$ cat src/rtl/keypad_scanner.sv
// keypad_scanner: row-scanned keypad front end with per-key debounce and
// an event FIFO that hands key codes to the CPU over a valid/ready handshake.
//
// Optional feature: define KEY_RELEASE_EN to also queue release events
// (code bit [KEY_W] = 1). Without it, releases update the debounced state
// silently and code bit [KEY_W] is always 0.
//
// Ports:
//   i_clk        system clock
//   i_rst_n      asynchronous active-low reset
//   i_h          column sense, 0 = key closed on the driven row
//   o_v          row drive, one-hot active-low (all 1s in reset)
//   o_key_valid  FIFO non-empty
//   o_key_code   head entry: [KEY_W-1:0] = row*COLS+col, [KEY_W] = release
//   i_key_ready  consumer takes the head entry (pop on valid & ready)
//   o_overflow   sticky: an event was dropped because the FIFO was full
//   i_clr_ovf    clears o_overflow
module keypad_scanner #(
  parameter int ROWS       = 4,
  parameter int COLS       = 4,
  parameter int KEY_W      = 4,
  parameter int SCAN_DIV   = 1000,
  parameter int DEBOUNCE   = 4,
  parameter int FIFO_DEPTH = 4
) (
  input  logic             i_clk,
  input  logic             i_rst_n,
  input  logic [COLS-1:0]  i_h,
  output logic [ROWS-1:0]  o_v,
  output logic             o_key_valid,
  output logic [KEY_W:0]   o_key_code,
  input  logic             i_key_ready,
  output logic             o_overflow,
  input  logic             i_clr_ovf
);

  localparam int RW  = (ROWS > 1) ? $clog2(ROWS) : 1;
  localparam int CLW = (COLS > 1) ? $clog2(COLS) : 1;
  localparam int DW  = $clog2(SCAN_DIV);
  localparam int CW  = (DEBOUNCE > 1) ? $clog2(DEBOUNCE) : 1;
  localparam int AW  = $clog2(FIFO_DEPTH);
  localparam int NW  = AW + 1;

  // ---------------- scan ----------------
  logic [DW-1:0]   r_div;
  logic [RW-1:0]   r_row;
  logic [ROWS-1:0] r_v;
  logic            w_sample;

  assign w_sample = (r_div == DW'(SCAN_DIV - 1));
  assign o_v      = r_v;

  // The row drive lags the row index by one cycle, so a row is driven for
  // SCAN_DIV-1 cycles before its sampling edge and columns have settled.
  always_ff @(posedge i_clk or negedge i_rst_n) begin
    if (!i_rst_n) begin
      r_div <= '0;
      r_row <= '0;
      r_v   <= '1;
    end else begin
      r_v <= ~(ROWS'(1) << r_row);
      if (w_sample) begin
        r_div <= '0;
        r_row <= (r_row == RW'(ROWS - 1)) ? '0 : r_row + RW'(1);
      end else begin
        r_div <= r_div + DW'(1);
      end
    end
  end

  // ---------------- debounce ----------------
  logic [CW-1:0]    r_cnt [ROWS][COLS];
  logic             r_stb [ROWS][COLS];
  logic [COLS-1:0]  w_raw, w_diff, w_qual, w_evt, w_win;
  logic             w_any;
  logic [CLW-1:0]   w_col;
  logic [KEY_W-1:0] w_code;

  always_comb begin
    w_raw  = ~i_h;
    w_diff = '0;
    w_qual = '0;
    w_evt  = '0;
    w_win  = '0;
    w_any  = 1'b0;
    w_col  = '0;
    for (int c = 0; c < COLS; c++) begin
      w_diff[c] = (w_raw[c] != r_stb[r_row][c]);
      w_qual[c] = w_diff[c] && (r_cnt[r_row][c] == CW'(DEBOUNCE - 1));
`ifdef KEY_RELEASE_EN
      w_evt[c]  = w_qual[c];
`else
      w_evt[c]  = w_qual[c] & w_raw[c];  // releases never compete for the slot
`endif
    end
    // only the lowest event-generating column commits in a given sample
    for (int c = 0; c < COLS; c++) begin
      if (w_evt[c] && !w_any) begin
        w_win[c] = 1'b1;
        w_any    = 1'b1;
        w_col    = CLW'(c);
      end
    end
    w_code = KEY_W'(int'(r_row) * COLS + int'(w_col));
  end

  always_ff @(posedge i_clk or negedge i_rst_n) begin
    if (!i_rst_n) begin
      for (int r = 0; r < ROWS; r++)
        for (int c = 0; c < COLS; c++) begin
          r_cnt[r][c] <= '0;
          r_stb[r][c] <= 1'b0;
        end
    end else if (w_sample) begin
      for (int c = 0; c < COLS; c++) begin
        if (!w_diff[c]) begin
          r_cnt[r_row][c] <= '0;
        end else if (w_qual[c]) begin
          // losers of the arbitration keep count DEBOUNCE-1 and retry next frame
          if (w_win[c] || !w_evt[c]) begin
            r_stb[r_row][c] <= w_raw[c];
            r_cnt[r_row][c] <= '0;
          end
        end else begin
          r_cnt[r_row][c] <= r_cnt[r_row][c] + CW'(1);
        end
      end
    end
  end

  // registered push stage between the sampler and the FIFO
  logic           r_push;
  logic [KEY_W:0] r_push_code;

  always_ff @(posedge i_clk or negedge i_rst_n) begin
    if (!i_rst_n) begin
      r_push      <= 1'b0;
      r_push_code <= '0;
    end else begin
      r_push <= w_sample && w_any;
      if (w_sample && w_any) begin
`ifdef KEY_RELEASE_EN
        r_push_code <= {~w_raw[w_col], w_code};
`else
        r_push_code <= {1'b0, w_code};
`endif
      end
    end
  end

  // ---------------- event FIFO ----------------
  logic [KEY_W:0] r_mem [FIFO_DEPTH];
  logic [AW-1:0]  r_wp, r_rp;
  logic [NW-1:0]  r_count;
  logic [KEY_W:0] r_last;
  logic           r_ovf;
  logic           w_pop, w_full, w_wr, w_drop;

  assign o_key_valid = (r_count != '0);
  // show-ahead head; when empty, keep presenting the last head that was shown
  assign o_key_code  = o_key_valid ? r_mem[r_rp] : r_last;
  assign o_overflow  = r_ovf;

  assign w_pop  = o_key_valid & i_key_ready;
  assign w_full = (r_count == NW'(FIFO_DEPTH));
  assign w_wr   = r_push && (!w_full || w_pop);
  assign w_drop = r_push && w_full && !w_pop;

  always_ff @(posedge i_clk or negedge i_rst_n) begin
    if (!i_rst_n) begin
      for (int i = 0; i < FIFO_DEPTH; i++) r_mem[i] <= '0;
      r_wp    <= '0;
      r_rp    <= '0;
      r_count <= '0;
      r_last  <= '0;
      r_ovf   <= 1'b0;
    end else begin
      if (w_wr) begin
        r_mem[r_wp] <= r_push_code;
        r_wp        <= r_wp + AW'(1);
      end
      if (w_pop) begin
        r_last <= r_mem[r_rp];
        r_rp   <= r_rp + AW'(1);
      end
      case ({w_wr, w_pop})
        2'b10:   r_count <= r_count + NW'(1);
        2'b01:   r_count <= r_count - NW'(1);
        default: r_count <= r_count;
      endcase
      // a drop in the same cycle as a clear leaves the flag set
      if (w_drop)         r_ovf <= 1'b1;
      else if (i_clr_ovf) r_ovf <= 1'b0;
    end
  end

endmodule
$ cat config.mk
export PLATFORM = sky130hd
export DESIGN_NAME = keypad_scanner
export DESIGN_NICKNAME = d
export VERILOG_FILES = /design/src/rtl/keypad_scanner.sv
export SDC_FILE = /design/constraint.sdc
export NUM_CORES = 1
export LEC_CHECK = 0
export BUFFER_PORTS_ARGS = -buffer_cell sky130_fd_sc_hd__clkbuf_2
export CORE_MARGIN = 2
export CORE_UTILIZATION = 55
export CTS_CLUSTER_DIAMETER = 30
export DETAILED_ROUTE_END_ITERATION = 10
export PLACE_DENSITY = 0.79
export SYNTH_ARGS = -nofsm -noshare
export SYNTH_HDL_FRONTEND = slang
export SYNTH_SLANG_ARGS = --single-unit
$ cat constraint.sdc
create_clock -name i_clk -period 3 [get_ports i_clk]
set_clock_uncertainty 0.15 [all_clocks]
set_input_delay 0.3 -clock i_clk [delete_from_list [all_inputs] [get_ports i_clk]]
set_output_delay 0.3 -clock i_clk [all_outputs]
set_load 0.01 [all_outputs]
# [Yosys cells after proc, flatten, opt, wreduce, memory -nomap -nowiden]
# Cells that the tools add are included.
[word_totals] reg_bits=102 inputBits=8 out_inout_bits=11 elab_cells=206
[op_classes] add_sub_neg=11 n_lt_le_gt_ge=5 n_eq_ne=13 shift=1 mux=82 bitwise=18 n_reduce_logical=30
[ops] op="2-to-1 mux 32 bit" n=15
[ops] op="2-to-1 mux 16 bit" n=15
[ops] op="bitwise AND 32 bit" n=4
[ops] op="bitwise mux 32 bit" n=4
[ops] op="NOT 32 bit" n=4
[ops] op="bitwise mux 16 bit" n=4
[ops] op="demux 8 bit (select 2 bit)" n=4
[ops] op="demux 4 bit (select 2 bit)" n=4
[ops] op="2-to-1 mux 8 bit" n=3
[ops] op="bitwise mux 20 bit" n=1
[ops] op="2-to-1 mux 5 bit" n=4
[ops] op="binary-select mux 8 bit (select 2 bit)" n=1
[ops] op="2-to-1 mux 4 bit" n=4
[ops] op="adder 2 x 1 -> 2 bit, second input constant" n=7
[ops] op="logical AND 1 bit" n=13
[ops] op="== test 2 bit, second input constant" n=6
[ops] op="2-to-1 mux 1 bit" n=11
[ops] op="adder 10 x 1 -> 10 bit, second input constant" n=1
[ops] op="binary-select mux 5 bit (select 2 bit)" n=1
[ops] op="demux 5 bit (select 2 bit)" n=1
[ops] op="== test 10 bit, second input constant" n=1
[ops] op="2-to-1 mux 10 bit" n=1
[ops] op="2-to-1 mux 2 bit" n=5
[ops] op="greater-or-equal comparator 3 bit, second input constant" n=3
[ops] op="other kinds (19)" n=43

# [Logic depth before layout (Yosys ltp)]
# Gate-level depths: netlist of the first run.
[logic_depth] depth_word=27 mapped_depth=10 ltp_nobuf=9

# [Least setup slack after synthesis of the first run]
# No wires, ideal clock.
[synth_path] kind="register to register" startpoint="reg r_row[0]" endpoint="reg r_push_code[2]" setup_time_ns=0.125 arrival_ns=2.871 required_time_ns=2.725 slack_ns=-0.146 path_stages_with_launch=11 path_buffers=3 period_less_slack_ns=3.146 cell_sequence="dfrtp_1 > buf_6 > buf_2 > mux4_2 > ha_1 > and3b_1 > a22oi_1 > clkbuf_1 > nand2_1 > o21ai_4 > mux2_4"
[synth_between] elab_chain_len=18 word_cells_on_any_way=38 classes_between="add/sub: 1; eq/ne: 8; mux: 13; bitwise: 5; reduce/logical: 11"
[synth_lines] element="start, declared" line="46" text="logic [RW-1:0] r_row;"
[synth_lines] element="start signal, assigned" line="64" text="r_row <= (r_row == RW'(ROWS - 1)) ? '0 : r_row + RW'(1);"
[synth_lines] element="NOT 2 -> 3 bit (implied by the code)" line="88, 89"
[synth_lines] element="binary-select mux 8 bit (select 2 bit) or binary-select mux 4 bit (select 2 bit) (tied branches)" line="89, 88"
[synth_lines] element="2-to-1 mux 8 bit (implied by the code) or 2-to-1 mux 4 bit (tied branches) (2 in series)" line="89, 88"
[synth_lines] element="== test 2 bit or != test 1 bit (tied branches)" line="89, 88"
[synth_lines] element="logical AND 1 bit" line="89" text="w_qual[c] = w_diff[c] && (r_cnt[r_row][c] == CW'(DEBOUNCE - 1));"
[synth_lines] element="bitwise AND 1 bit" line="93" text="w_evt[c] = w_qual[c] & w_raw[c];"
[synth_lines] element="2-to-1 mux 1 bit" line="98" text="if (w_evt[c] && !w_any) begin"
[synth_lines] element="zero test 1 bit" line="98"
[synth_lines] element="logical AND 1 bit" line="98"
[synth_lines] element="2-to-1 mux 1 bit" line="98"
[synth_lines] element="zero test 1 bit" line="98"
[synth_lines] element="logical AND 1 bit" line="98"
[synth_lines] element="2-to-1 mux 1 bit" line="98"
[synth_lines] element="zero test 1 bit" line="98"
[synth_lines] element="logical AND 1 bit" line="98"
[synth_lines] element="2-to-1 mux 2 bit or 2-to-1 mux 1 bit (tied branches)" line="98"
[synth_lines] element="adder 4 x 2 -> 4 bit or logical AND 1 bit (tied branches)" line="104, 141"
[synth_lines] element="end signal, assigned" line="145" text="r_push_code <= {1'b0, w_code};"
[synth_lines] element="end, declared" line="133" text="logic [KEY_W:0] r_push_code;"
# Parallel ways exist; a longest one is shown, timed or not. The select of a mux whose other input is x is not followed.
# A chain may end at the register's enable or synchronous reset.

# [Worst setup path in the final report of the first run]
# Ends and elaborated chain as after synthesis.

==> results.md, run 1 <==
* Outcome: finished clean
* Mapped cell area at 0.00475 sq mm
* Hold Path Class: input pin to flip-flop
* Synth unique cells at 49
* Pwr Total at 2.19 mW
* Vias per std cell at 5.86
* Number of max-cap violations at 0
* # rows at 33
* Power share of the combinational group at 2.2%
* Post-Synthesis Cells at 405
* VDD IR max at 0.000231 V
* NetSw at 548 uW
* Register Area at 0.00243 sq mm
* Setup crit end kind: flip-flop
* Syn nets at 428
* Unrepaired setup endpoints after global routing: no
* Kind of critical path: flip-flop to flip-flop
* Post-synth top area cell: dfrtp_1
* Post-synth ARST share at 100%
* FF-to-FF path depth at 8
* Router iterations before antenna repair at 4
* Period utilisation layout at 93.0%
* Post-route ant nets at 0
* Final setup violation count at 0
* Hold EP: r_stb[9]
* Area of the multi-input gates at 0.00217 sq mm
* Largest cells by area after synthesis: dfrtp_1 49%, mux4_2 7.1%, mux2_2 4.7%
* Syn_area_per_cell at 11.7 sq um
* Final min period at 2.79 ns
* Sw frac at 25.0%
* Int Pwr at 1.64 mW
* Relative slew slack at 30.8%
* CP max FO at 14
* Nets at 451
* Fin Setup TNS at 0 ns
* R2r endpoint: r_push_code[2]
* Clock power frac at 38.2%
* DRC violations left at 0
* R2R Setup Slk at 0.21 ns
* CTS sink count at 97
* Vias in the first global route at 3,337
* Ys flop type: dfrtp_1
* Fin. max-slew vios at 0
* Arrival time worst endpoint at 2.90 ns
* Placer Congestion at 0.813
* Final Hold Fails at 0
* Initial antenna violation count at 0
* Worst-case clock buffer depth at 2
* Synthesis warning total at 0
* Initial Util at 57.3%
* Clock root buffer: clkbuf_8
* Latest clock arrival within the worst-skew pair at 0.37 ns
* EDFF count, synth at 0
* Core Util, Final at 62.7%
* Hold Startpoint: i_h[2]
* Die ar. at 0.00940 sq mm
* Seq/Total Area, Yosys at 51.2%
* Required time of the worst setup path at 3.11 ns
* Die X at 97.0 um
* Area Growth Syn to Fin at 9.48%
* Leakage power at 2.39 nW
* Inserted Diodes at 0
* IO Pins at 19
* Hold-critical path depth at 2
* Share of post-route cells with drive strength above 1 at 21.5%
* DR WL/cell at 17.0 um
* Top cells by count, synth: 93 x dfrtp_1, 60 x nand2_1, 30 x o21ai_1, 20 x mux2_2, 16 x a21oi_1
* Number of CTS-inserted buffers at 9
* Core footprint at 0.00830 sq mm
* Worst-Margin Slew at 1.04 ns
* Max Freq at 0.358 GHz
* First-pass GRT wire length at 16,100 um
* Seq pwr share at 59.6%
* Area after DPL at 0.00499 sq mm
* Final WL at 9160 um
* Register clock-pin slew on the reported worst setup and hold paths at 0.10 ns
* Final design area excluding fillers at 0.00520 sq mm
* PwrDens at 421 mW/mm^2
* IO buf count at 17
* Critical R2R Launch: r_row[0]
* Die Ht at 97.0 um
* Share of Yosys cell area claimed by the top area cell type at 49.0%
* Synth Register Bits at 97
* DR vias at 3,155
* Iter 0 DRT Violations at 223
* Fillers at 640
* Crit start category: flip-flop
* Total global routing overflow at 0
* CTS tree: yes
* Final HPWL DP at 6390 um
* Postcts setup bufs at 0
* CTS HTree Levels at 3
* All-Layer GR Usage at 21.5%
* Top-count cell post-synth: dfrtp_1
* Largest net degree at the start of global routing at 86
## routing by layer
metal,GRT usage [%],share of wire [%],up-vias
met5,0,0,-
met2,35.5,50,87
li1,-,-,1481
met1,28.3,45,1573
met3,4.12,4.2,14
met4,8.34,1.6,0
## cells in the final DEF, fill, tap and decap left out, drive strengths merged, types with 8 or more instances in the layout
cell type / Yosys / final
dfrtp: 93 / 93
ha: 14 / 14
a21oi: 16 / 16
nor2: 10 / 10
nand2: 61 / 61
inv: 16 / 21
mux2: 34 / 34
mux4: 15 / 15
xnor2: 9 / 9
clkbuf: 9 / 25
a22o: 8 / 8
xor2: 8 / 8
o21ai: 40 / 40
buf: 9 / 12
## cells by family (layout without fill, tap and decap cells)
logic type               count (synthesis)  count (layout)  share of synthesized area [%]
AO/OA/AOI/OAI                           77              77                           10.2
other                                    1               1                         0.0789
XOR/XNOR                                17              17                           3.13
adder cells (fa/ha/maj)                 15              15                           4.11
buffers and inverters                   34              62                           3.19
multiplexers                            54              54                           16.4
flip-flops                              97              97                           51.2
AND/OR/NAND/NOR                        110             110                           11.7
## power groups by stage
stage	combinational, mW	sequential, mW	clock, mW
2_1_floorplan	0.0113	1.33	0
3_3_place_gp	0.0471	1.33	0
3_5_place_dp	0.0482	1.33	0
4_1_cts	0.0507	1.31	0.861
5_1_grt	0.0571	1.31	0.919
6_report	0.0487	1.31	0.836
## critical path: stages, from the launching register on
cell     delay (ns)
dfrtp_2        0.47
buf_12         0.18
mux4_2         0.52
ha_1           0.22
and3b_1        0.18
a32oi_2        0.26
nand2_1        0.17
o21ai_4        0.21
mux2_4         0.31
## through the flow
step                instances  hold WS [ns]  setup slack (ns)
floorplan                 405        -0.146            0.0472
global placement          520         0.303             0.209
detailed placement        520         0.318             0.109
CTS                       538        0.0497             0.102
global route              538        0.0507            0.0275
finish                    538        0.0623             0.210
## worst max path at each step
stage | from | slack, ns | to | depth (start not counted)
floorplan | r_row[1] | 0.05 | r_push_code[2] | 10
global placement | r_row[0] | 0.21 | r_push_code[2] | 8
detailed placement | r_row[0] | 0.11 | r_push_code[2] | 8
CTS | r_row[0] | 0.10 | r_push_code[2] | 8
global route | r_row[0] | 0.03 | r_cnt[10] | 8
finish | r_row[0] | 0.21 | r_push_code[2] | 8
## flip-flops by register name, summed over array words and instances (netlist names)
name	cells
r_stb	16
o_v	4
r_div	10
r_count	3
r_row	2
r_push_code	4
r_mem	16
r_rp	2
r_wp	2
r_cnt	32
r_last	4
r_push	1
o_overflow	1
## what timing repair did
action,in CTS,in global routing
hold buffers,2,0
endpoints found under the setup margin,0,11
gates resized for setup,0,1
hold endpoints to repair,23,0
## cell type report
class | instances | area share, %
clock buffer | 9 | 2.38
clock inverter | 7 | 1.35
inverter | 16 | 1.15
multi-input combinational | 274 | 41.7
sequential | 97 | 46.8
tap | 105 | 2.53
timing repair buffer | 30 | 4.14
No activity file was read; power rests on OpenSTA's default activity.
==> inputs of run 2 (changes only) <==
ABC_AREA = 1   (was not set)
PLACE_DENSITY = 0.76   (was 0.79)
clock period = 3.2 ns   (was 3 ns; I/O delays follow)
==> run 2 against run 1 <==
  * Routed wire length increased by 31%
  * Power up 13%
  * Utilization is 2.4 points lower
  * Largest cell class is now multi-input combinational cells
  * Critical path type unchanged
  * Worst hold slack worse by 0.014 ns
  * Sequential cell count unchanged
  * Fmax rose by 7.6%
  * Sequential power about the same
  * Synthesized area is 13% higher
  * Via count grew 49%
  * Global-route usage up 3.0 points
  * First-iteration DRC count increased by 33%
==> results.md, run 2 <==
* Fin. max-slew vios at 0 (unchanged)
* Synthesis warning total at 0 (unchanged)
* Final min period at 2.59 ns (-0.197 ns)
* Nets at 744 (+65%)
* Final WL at 12,000 um (+31%)
* Final Hold Fails at 0 (unchanged)
* Largest cells by area after synthesis: dfrtp_1 43%, nand2_1 12%, o21ai_0 5.6%
* Int Pwr at 1.73 mW (+5.3%)
* Seq/Total Area, Yosys at 45.2% (-6.0 points)
* Fin Setup TNS at 0 ns (unchanged)
* EDFF count, synth at 0 (unchanged)
* Ys flop type: dfrtp_1
* Post-Synthesis Cells at 696 (+72%)
* Commonest non-fill, non-tap cells in the layout: 174 x nand2_1, 93 x dfrtp_1, 79 x inv_1, 68 x nor2_1, 60 x o21ai_0
* Leakage power at 2.89 nW (+21%)
* Arrival time worst endpoint at 2.71 ns (-0.19 ns)
* Latest clock arrival within the worst-skew pair at 0.39 ns (+0.02 ns)
* Post-synth top area cell: dfrtp_1
* IO Pins at 19 (unchanged)
* Post-Layout Cell Count at 859 (+60%)
* Area after DPL at 0.00561 sq mm (+12%)
* CTS tree: yes
* PwrDens at 426 mW/mm^2 (+1.0%)
* Iter 0 DRT Violations at 297 (+33%)
* Register clock-pin slew on the reported worst setup and hold paths at 0.10 ns (about the same)
* Share of Yosys cell area claimed by the top area cell type at 43.2% (-5.8 points)
* Clock power frac at 31.0% (-7.2 points)
* Die ar. at 0.0106 sq mm (+13%)
* Fin Hold WS at 0.0487 ns (-0.0135 ns)
* # rows at 36 (+9.1%)
* Worst-Margin Slew at 0.556 ns (-0.481 ns)
* Max Freq at 0.386 GHz (+7.6%)
* Post-route ant nets at 0 (unchanged)
* Die Ht at 103 um (+6.2%)
* VDD IR max at 0.000241 V (+4.7%)
* CTS HTree Levels at 3 (unchanged)
* NetSw at 744 uW (+36%)
* Synth unique cells at 42 (-14%)
* Core footprint at 0.00964 sq mm (+16%)
* Relative slew slack at 62.9% (+32 points)
* Setup crit end kind: flip-flop
* Clock root buffer: clkbuf_8
* Share of post-route cells with drive strength above 1 at 11.6% (-9.9 points)
* CP max FO at 19 (+5)
* Kind of critical path: flip-flop to flip-flop
* Commonest non-fill, non-tap cell in the layout: nand2_1
* Router iterations before antenna repair at 5 (+1)
* Power share of the combinational group at 15.2% (+13 points)
* Number of max-cap violations at 0 (unchanged)
* Largest net degree at the start of global routing at 46 (-47%)
* Unrepaired setup endpoints after global routing: no
* Worst-case clock buffer depth at 2 (unchanged)
* Biggest register: r_cnt
* Number of CTS-inserted buffers at 9 (unchanged)
* Mapped cell area at 0.00539 sq mm (+13%)
* Postcts setup bufs at 0 (unchanged)
* Vias in the first global route at 4,356 (+31%)
* Final HPWL DP at 8590 um (+35%)
* Max reg flops at 32 (unchanged)
* CTS sink count at 97 (unchanged)
* Crit start category: flip-flop
* Period utilisation layout at 81.0% (-12 points)
* Vias per std cell at 5.46 (-6.9%)
* Inserted Diodes at 0 (unchanged)
* Initial Util at 55.9% (-1.4 points)
* Syn_area_per_cell at 7.74 sq um (-34%)
* Sw frac at 30.1% (+5.1 points)
* Placer Congestion at 0.902 (+11%)
* Final setup violation count at 0 (unchanged)
* Dpl cells at 841 (+62%)
* IO buf count at 17 (unchanged)
* Post-synth ARST share at 100% (unchanged)
* First-pass GRT wire length at 20,200 um (+26%)
* Synth Register Bits at 97 (unchanged)
* Final design area excluding fillers at 0.00581 sq mm (+12%)
* DR WL/cell at 13.9 um (-18%)
* Die X at 103 um (+6.2%)
* Biggest registers after layout: r_cnt (32), r_mem (16), r_stb (16)
* Outcome: finished clean
* DR vias at 4,689 (+49%)
* Top cells by count, synth: 174 x nand2_1, 93 x dfrtp_1, 79 x inv_1, 68 x nor2_1, 60 x o21ai_0
* Area Growth Syn to Fin at 7.95%
* Fillers at 856 (+34%)
* Syn nets at 719 (+68%)
* Hold Path Class: input pin to flip-flop
* Initial antenna violation count at 0 (unchanged)
* Top-count cell post-synth: nand2_1
* Seq pwr share at 53.8% (-5.8 points)
* Total global routing overflow at 0 (unchanged)
* DRC violations left at 0 (unchanged)
* All-Layer GR Usage at 24.5% (+3.0 points)
* Required time of the worst setup path at 3.32 ns (+0.21 ns)
run 2: changes by cell type after synthesis, moves of 28 or more:
cell,change
a21oi_1,+28
inv_1,+64
nand2_1,+114
nand3_1,+44
nor2_1,+58
o21ai_0,+51
run 2: power groups by stage:
stage	Clock, mW	Combinational, mW	Sequential (mW)
4_1_cts	0.783	0.380	1.33
3_3_place_gp	0	0.357	1.35
2_1_floorplan	0	0.266	1.33
5_1_grt	0.842	0.430	1.34
6_report	0.766	0.377	1.33
3_5_place_dp	0	0.374	1.35
run 2: critical path, cell delays in order (launching register included):
cell	delay [ns]
dfrtp_1	0.48
inv_4	0.22
a21oi_1	0.06
a32oi_1	0.29
ha_1	0.38
nand3_1	0.18
nand3_1	0.13
nand2_2	0.18
nand2_1	0.13
nand2_2	0.12
nand2_1	0.09
a21oi_1	0.06
run 2: logic make-up after synthesis:
family / Yosys count / synth area share [%]
AOI/OAI and AO/OA: 139 / 14.3
and+or+nand+nor: 336 / 27.9
other: 1 / 0.0696
DFF: 97 / 45.2
adders and majority gates: 15 / 3.62
buffers and inverters: 102 / 7.99
xor gates and xnor gates: 6 / 0.976
run 2: final cells by class:
cell class                 instances  area [sq um]  area share (%)
tap                              133           166            2.86
inverter                          89           339            5.83
multi-input combinational        497          2520            43.4
timing repair buffer              27           168            2.88
sequential                        97          2430            41.8
clock buffer                      10           138            2.37
clock inverter                     6          47.5           0.818
run 2: per-layer routing:
| metal | wire length, um | vias up | track usage (%) | share of wire, % |
|---|---|---|---|---|
| met4 | 333 | 0 | 12.8 | 2.8 |
| met5 | 0 | - | 0 | 0 |
| met1 | 5470 | 2218 | 34.2 | 46 |
| met3 | 619 | 25 | 3.32 | 5.2 |
| li1 | - | 2300 | - | - |
| met2 | 5530 | 146 | 37.6 | 46 |
run 2: repair_timing:
| action | CTS | global route |
|---|---|---|
| hold endpoints to repair | 44 | 0 |
| hold buffers | 2 | 0 |
| resized for setup | 0 | 0 |
run 2: worst paths after layout:
path,startpoint,endpoint,slack (ns),depth (start not counted)
setup reg to reg,r_row[1],r_cnt[1],0.61,11
hold reg to reg,r_mem[8],r_mem[8],0.34,2
setup / recovery,r_row[1],r_cnt[1],0.61,11
min in group asynchronous,i_rst_n,r_last[2],0.32,2
hold / removal,i_h[1],r_stb[10],0.05,2
max in group asynchronous,i_rst_n,o_v[2],1.79,3
run 2: metrics by stage:
step                      total power, mW  util, %  setup WS, ns
after floorplan                      1.60        -         0.629
after global placement               1.71     58.2         0.701
after detailed placement             1.73     58.2         0.611
after CTS                            2.49     60.3         0.616
after global routing                 2.61     60.3         0.318
final                                2.47     60.3         0.607
